[src/rtl/hamming74_rx_ctrl_if.sv]
// hamming74_rx_ctrl_if: decoder-side and byte-side buses of the Hamming(7,4) receive sequencer
interface hamming74_rx_ctrl_if;
   logic       dec_ena;
   logic       dec_bit;
   logic       dec_rst_n;
   logic       dec_valid;
   logic [3:0] dec_nibble;
   logic       byte_valid;
   logic [7:0] byte_data;
   logic       byte_ready;
   logic       overrun;
   logic       frame_err;
   logic       dec_timeout;
   logic       half_full;
   modport master (
      output dec_ena, dec_bit, dec_rst_n, byte_valid, byte_data, overrun, frame_err, dec_timeout, half_full,
      input  dec_valid, dec_nibble, byte_ready
   );
   modport slave (
      input  dec_ena, dec_bit, dec_rst_n, byte_valid, byte_data, overrun, frame_err, dec_timeout, half_full,
      output dec_valid, dec_nibble, byte_ready
   );
endinterface

[src/rtl/hamming74_rx_ctrl.sv]
// hamming74_rx_ctrl: feeds framed serial code bits into the shared Hamming(7,4) decoder and pairs nibbles into bytes
module hamming74_rx_ctrl #(
   parameter int DEC_TIMEOUT = 4,
   parameter bit HIGH_FIRST  = 1'b0
) (
   input logic clk,
   input logic rst,
   input logic rx_in,
   input logic baud_tick,
   hamming74_rx_ctrl_if.master bus
);
   localparam int TW = $clog2(DEC_TIMEOUT + 1);
   // timeout fires in the DEC_TIMEOUT-th WAIT_DEC cycle, i.e. DEC_TIMEOUT cycles after the flush
   localparam logic [TW-1:0] T_LAST = TW'(DEC_TIMEOUT - 1);
   typedef enum logic [2:0] {IDLE, START, DATA, FLUSH, WAIT_DEC, STOP} state_t;
   state_t state, nxt;
   logic [2:0] idx;
   logic [TW-1:0] tcnt;
   logic [3:0] nib, held;
   logic have_nib, commit, abort;
   logic [7:0] formed;
   always_ff @(posedge clk)
      state <= rst ? IDLE : nxt;
   always_comb begin
      nxt             = state;
      bus.dec_ena     = 1'b0;
      bus.dec_bit     = 1'b0;
      bus.frame_err   = 1'b0;
      bus.dec_timeout = 1'b0;
      commit          = 1'b0;
      case (state)
         IDLE:  if (baud_tick && !rx_in) nxt = START;
         START: nxt = DATA;
         DATA:  if (baud_tick) begin
            bus.dec_ena = 1'b1;
            bus.dec_bit = rx_in;
            nxt         = idx == 3'd6 ? FLUSH : DATA;
         end
         FLUSH: begin
            bus.dec_ena = 1'b1;
            nxt         = WAIT_DEC;
         end
         WAIT_DEC: if (bus.dec_valid) nxt = STOP;
            else if (tcnt == T_LAST) begin
               bus.dec_timeout = 1'b1;
               nxt             = STOP;
            end
         STOP: if (baud_tick) begin
            bus.frame_err = !rx_in;
            commit        = rx_in && have_nib;
            nxt           = IDLE;
         end
         default: nxt = IDLE;
      endcase
   end
   assign abort  = bus.frame_err | bus.dec_timeout;
   assign formed = HIGH_FIRST ? {held, nib} : {nib, held};
   always_ff @(posedge clk) begin
      if (rst) begin
         idx            <= '0;
         tcnt           <= '0;
         nib            <= '0;
         held           <= '0;
         have_nib       <= 1'b0;
         bus.dec_rst_n  <= 1'b0;
         bus.half_full  <= 1'b0;
         bus.byte_valid <= 1'b0;
         bus.byte_data  <= '0;
         bus.overrun    <= 1'b0;
      end else begin
         bus.dec_rst_n <= !abort;
         if (state == START) idx <= '0;
         else if (state == DATA && baud_tick) idx <= idx + 3'd1;
         if (state == FLUSH) begin
            tcnt     <= '0;
            have_nib <= 1'b0;
         end else if (state == WAIT_DEC) begin
            tcnt <= tcnt + 1'b1;
            if (bus.dec_valid) begin
               nib      <= bus.dec_nibble;
               have_nib <= 1'b1;
            end
         end
         if (bus.byte_valid && bus.byte_ready) bus.byte_valid <= 1'b0;
         if (abort) bus.half_full <= 1'b0;
         else if (commit && !bus.half_full) begin
            held          <= nib;
            bus.half_full <= 1'b1;
         end else if (commit) begin
            bus.half_full <= 1'b0;
            if (!bus.byte_valid || bus.byte_ready) begin
               bus.byte_data  <= formed;
               bus.byte_valid <= 1'b1;
            end else bus.overrun <= 1'b1;
         end
      end
   end
endmodule
[src/flat_wrapper.sv]
// flat-port wrapper written by rule: the top's interface ports become plain ports
module hamming74_rx_ctrl_flat 
#(
   parameter int DEC_TIMEOUT = 4,
   parameter bit HIGH_FIRST  = 1'b0
)
  (clk, rst, rx_in, baud_tick, bus_dec_ena, bus_dec_bit, bus_dec_rst_n, bus_byte_valid, bus_byte_data, bus_overrun, bus_frame_err, bus_dec_timeout, bus_half_full, bus_dec_valid, bus_dec_nibble, bus_byte_ready);
  hamming74_rx_ctrl_if bus_i ();
  input logic clk;
  input logic rst;
  input logic rx_in;
  input logic baud_tick;
  output wire logic [$bits(bus_i.dec_ena)-1:0] bus_dec_ena;
  output wire logic [$bits(bus_i.dec_bit)-1:0] bus_dec_bit;
  output wire logic [$bits(bus_i.dec_rst_n)-1:0] bus_dec_rst_n;
  output wire logic [$bits(bus_i.byte_valid)-1:0] bus_byte_valid;
  output wire logic [$bits(bus_i.byte_data)-1:0] bus_byte_data;
  output wire logic [$bits(bus_i.overrun)-1:0] bus_overrun;
  output wire logic [$bits(bus_i.frame_err)-1:0] bus_frame_err;
  output wire logic [$bits(bus_i.dec_timeout)-1:0] bus_dec_timeout;
  output wire logic [$bits(bus_i.half_full)-1:0] bus_half_full;
  input wire logic [$bits(bus_i.dec_valid)-1:0] bus_dec_valid;
  input wire logic [$bits(bus_i.dec_nibble)-1:0] bus_dec_nibble;
  input wire logic [$bits(bus_i.byte_ready)-1:0] bus_byte_ready;
  assign bus_dec_ena = bus_i.dec_ena;
  assign bus_dec_bit = bus_i.dec_bit;
  assign bus_dec_rst_n = bus_i.dec_rst_n;
  assign bus_byte_valid = bus_i.byte_valid;
  assign bus_byte_data = bus_i.byte_data;
  assign bus_overrun = bus_i.overrun;
  assign bus_frame_err = bus_i.frame_err;
  assign bus_dec_timeout = bus_i.dec_timeout;
  assign bus_half_full = bus_i.half_full;
  assign bus_i.dec_valid = bus_dec_valid;
  assign bus_i.dec_nibble = bus_dec_nibble;
  assign bus_i.byte_ready = bus_byte_ready;
  hamming74_rx_ctrl #(.DEC_TIMEOUT(DEC_TIMEOUT), .HIGH_FIRST(HIGH_FIRST)) u_core (.clk(clk), .rst(rst), .rx_in(rx_in), .baud_tick(baud_tick), .bus(bus_i));
endmodule
[config.mk]
export PLATFORM = sky130hd
export DESIGN_NAME = hamming74_rx_ctrl_flat
export DESIGN_NICKNAME = d
export VERILOG_FILES = /design/src/rtl/hamming74_rx_ctrl_if.sv /design/src/rtl/hamming74_rx_ctrl.sv /design/src/flat_wrapper.sv
export SDC_FILE = /design/constraint.sdc
export NUM_CORES = 1
export LEC_CHECK = 0
export BUFFER_PORTS_ARGS = -buffer_cell sky130_fd_sc_hd__buf_2
export CAP_MARGIN = 20
export CELL_PAD_IN_SITES_DETAIL_PLACEMENT = 1
export CELL_PAD_IN_SITES_GLOBAL_PLACEMENT = 1
export CORE_MARGIN = 5
export CORE_UTILIZATION = 40
export CTS_CLUSTER_SIZE = 30
export DETAILED_ROUTE_END_ITERATION = 6
export GPL_ROUTABILITY_DRIVEN = 0
export PLACE_DENSITY_LB_ADDON = 0.1
export SLEW_MARGIN = 30
export SYNTH_ARGS = -nofsm -noshare
export SYNTH_HDL_FRONTEND = slang
export SYNTH_SLANG_ARGS = --single-unit
[constraint.sdc]
create_clock -name clk -period 1.6 [get_ports clk]
set_input_delay 0.24 -clock clk [delete_from_list [all_inputs] [get_ports clk]]
set_output_delay 0.24 -clock clk [all_outputs]
set_load 0.03 [all_outputs]
==> impl_metrics.tcl <==
set metrics [dict create \
    grt_start_max_net_pins 22 \
    cts_tree "built" \
    drv_cap 0 \
    worstSetupEndpoint "bus_dec_timeout" \
    synth_ff_type "dfxtp_1" \
    clk_pin_slew_ns 0.09 \
    yosysUniqueCellTypes 36 \
    final_nets 200 \
    synth_fa_ha_area_frac 0.0356 \
    yosys_warnings 0 \
    skew_ns 0.0109 \
    root_buffer "clkbuf_4" \
    hold_violations 0 \
    drive_above_1_share 0.305 \
    outcome "complete, no violations" \
    p_clk_frac 0.347 \
    slew_viol_final 0 \
    synth.area.top_cells "dfxtp_1, a21oi_1, mux2i_1, o31ai_1, nand2_1" \
    track_usage 0.161 \
    synthCells 160 \
    muxShareOfSynthArea 0.0569 \
    htree_levels 2 \
    placed_cells 223 \
    area_growth_syn_to_layout_pct 22.2 \
    fin_crit_sh 0.992 \
    grt_pass1_vias 1329 \
    r2r_end "u_core.bus.half_full$_SDFFE_PP0P_" \
    relSlewSlack 0.545 \
    period_needed_ns 1.59 \
    viasPerCell 5.43 \
    synthArstFlopShare 0 \
    drtPass1Iterations 4 \
    syn_avg_cell_area_sq_um 8.80 \
    p_int_mw 1.02 \
    cts.sinks 30 \
    synth_compound_area_frac 0.180 \
    clkLatencyLatePin_ns 0.33 \
    fp.dieArea_sq_um 4810 \
    endpoint_kind "output port" \
    synth.yosys.seq_area_share 0.427 \
    netlist.area_leader.share 0.427 \
    synth_area_sq_um 1410 \
    power_mw 1.36 \
    synth_area_leader_cell "dfxtp_1" \
    dieWidth_microns 69.3 \
    synth_edf_count 0 \
    crit_required_ns 1.36 \
    synth_top_family_by_area "simple AND/OR/NAND/NOR gates" \
    fmaxAchievable_ghz 0.630 \
    syn-num-nets 174 \
    num_vias 1265 \
    min_path_type "input port to flop" \
    leakage_nw 0.666 \
    grt_overflow 0 \
    path_class "flop to output port" \
    wl_per_cell_microns 15.5 \
    pin_count 26 \
    route.detailed.drc 0 \
    grt_pass1_wl_microns 6300 \
    die-height_microns 69.3 \
    ff2ff_setup_slack_ns 0.15 \
    yosysMostFrequentCell "dfxtp_1" \
    instances_no_fill 233 \
    synth_xor_area_frac 0.00622 \
    seqPwrFrac 0.566 \
    power_frac_comb 0.087 \
    tightest_slew_ns 0.682 \
    tns_ns 0 \
    coreArea_sq_um 3360 \
    dr.first_iter.drc_count 56 \
    grt_setup_unrepaired "yes" \
    power_switching_share 0.251 \
    diodes 0 \
    critPathLaunch "u_core.tcnt[1]$_SDFFE_PP0N_" \
    ys_seq_elements 30 \
    power.density_nw_per_um2 790 \
    start_kind "flop" \
    antenna_left 0 \
    start_util 0.419 \
    vdd_drop_max_uv 339 \
    synthSimpleGateAreaFrac 0.237 \
    setup_viol 0 \
    r2r_start "u_core.state[1]$_SDFFE_PP0P_" \
    port-buffer-count 25 \
    p_switching_mw 0.342 \
    hpwlAfterDp_microns 2620 \
    clk_path_buf_depth 2 \
    postCtsHoldBufs 0 \
    antenna_found_initial 0 \
    worst_ep_arrival_time_ns 1.35 \
    fp-row-count 21 \
    cts_buffers 5 \
    drt_wl_total_microns 3610 \
    ys_top_cells_by_count "dfxtp_1, a21oi_1, nand2_1, nor2_1, o31ai_1" \
    cp_max_fo 3 \
    reg2reg_depth 3 \
]
critical path, stage by stage (launching register included):
cell,delay [ns]
dfxtp_2,0.35
ha_4,0.16
ha_4,0.15
and4b_2,0.23
buf_6,0.14
final cells by class:
type | count | area, sq um
Timing Repair Buffer | 32 | 195
Fill cell | 421 | 1640
Clock buffer | 7 | 55.1
Sequential cell | 30 | 614
Multi-Input combinational cell | 111 | 771
Clock inverter | 1 | 5.00
Tap cell | 46 | 57.6
Inverter | 6 | 22.5
per-layer routing:
metal  share of wire  wire [microns]  track usage
met5               0               0            0
met4           0.012              44       0.0521
met3           0.037             133       0.0377
met2            0.47            1710        0.274
met1            0.48            1730        0.198
cell usage in the layout, fill, tap and decap left out, types with 2 or more instances in the layout:
cell type  Yosys  layout
dfxtp_2        0       2
nand2_1       14      14
inv_1          6       6
o31ai_1        9       9
ha_4           0       2
a21oi_1       18      18
dfxtp_1       30      25
nand2b_1       2       2
dfxtp_4        0       3
o21ai_0        5       5
ha_1           4       2
mux2i_1        8       8
a211oi_1       3       3
buf_6          0       2
nor3_1         2       2
nor2_1        14      12
nand4_1        8       8
buf_4          1       8
buf_2          4      21
clkbuf_4       0       6
cell families after synthesis:
kind of cell             count (synthesis)
adder cells (fa/ha/maj)                  4
AND/OR/NAND/NOR                         58
buffers and inverters                   19
XOR/XNOR                                 1
AO/OA/AOI/OAI                           40
flip-flops                              30
multiplexers                             8
worst min path at each step:
stage	cells past startpoint	endpoint	slack, ns	start
global route	3	u_core.nib[0]$_SDFFE_PP0P_	0.17	bus_dec_nibble[0]
finish	3	u_core.nib[0]$_SDFFE_PP0P_	0.15	bus_dec_nibble[0]
global placement	2	u_core.held[2]$_SDFFE_PP0P_	0.45	u_core.held[2]$_SDFFE_PP0P_
CTS	3	u_core.nib[0]$_SDFFE_PP0P_	0.14	bus_dec_nibble[0]
detailed placement	2	u_core.held[3]$_SDFFE_PP0P_	0.46	u_core.held[3]$_SDFFE_PP0P_
floorplan	1	u_core.bus.half_full$_SDFFE_PP0P_	0.32	rst
stage by stage:
step	hold slack, ns	worst slack [ns]	utilization	area, sq um
after floorplan	0.320	0.0887	-	1410
after global placement	0.450	0.150	0.468	1580
after detailed placement	0.455	0.127	0.468	1580
after CTS	0.138	-0.00130	0.505	1700
after global routing	0.172	-0.0413	0.512	1720
final	0.149	0.0122	0.512	1720
power groups by stage:
stage | registers [mW] | clock network, mW | logic (mW)
after floorplan | 0.782 | 0 | 0.0745
after global placement | 0.785 | 0 | 0.108
after detailed placement | 0.786 | 0 | 0.113
after CTS | 0.771 | 0.490 | 0.116
after global routing | 0.772 | 0.513 | 0.132
final | 0.769 | 0.471 | 0.119
timing repair:
action                     4_1_cts  5_1_grt
setup endpoints to repair        4        4
pin swaps                        2        2
setup buffers                    2        0
resized for setup               17        7
sequential cells by signal, indices dropped and copies added, names as in the netlist:
signal	count
u_core.held	4
u_core.tcnt	3
u_core.bus.overrun	1
u_core.bus.byte_data	8
u_core.bus.dec_rst_n	1
u_core.bus.byte_valid	1
u_core.have_nib	1
u_core.idx	3
u_core.nib	4
u_core.state	3
u_core.bus.half_full	1
No activity file was read; power rests on OpenSTA's default activity.
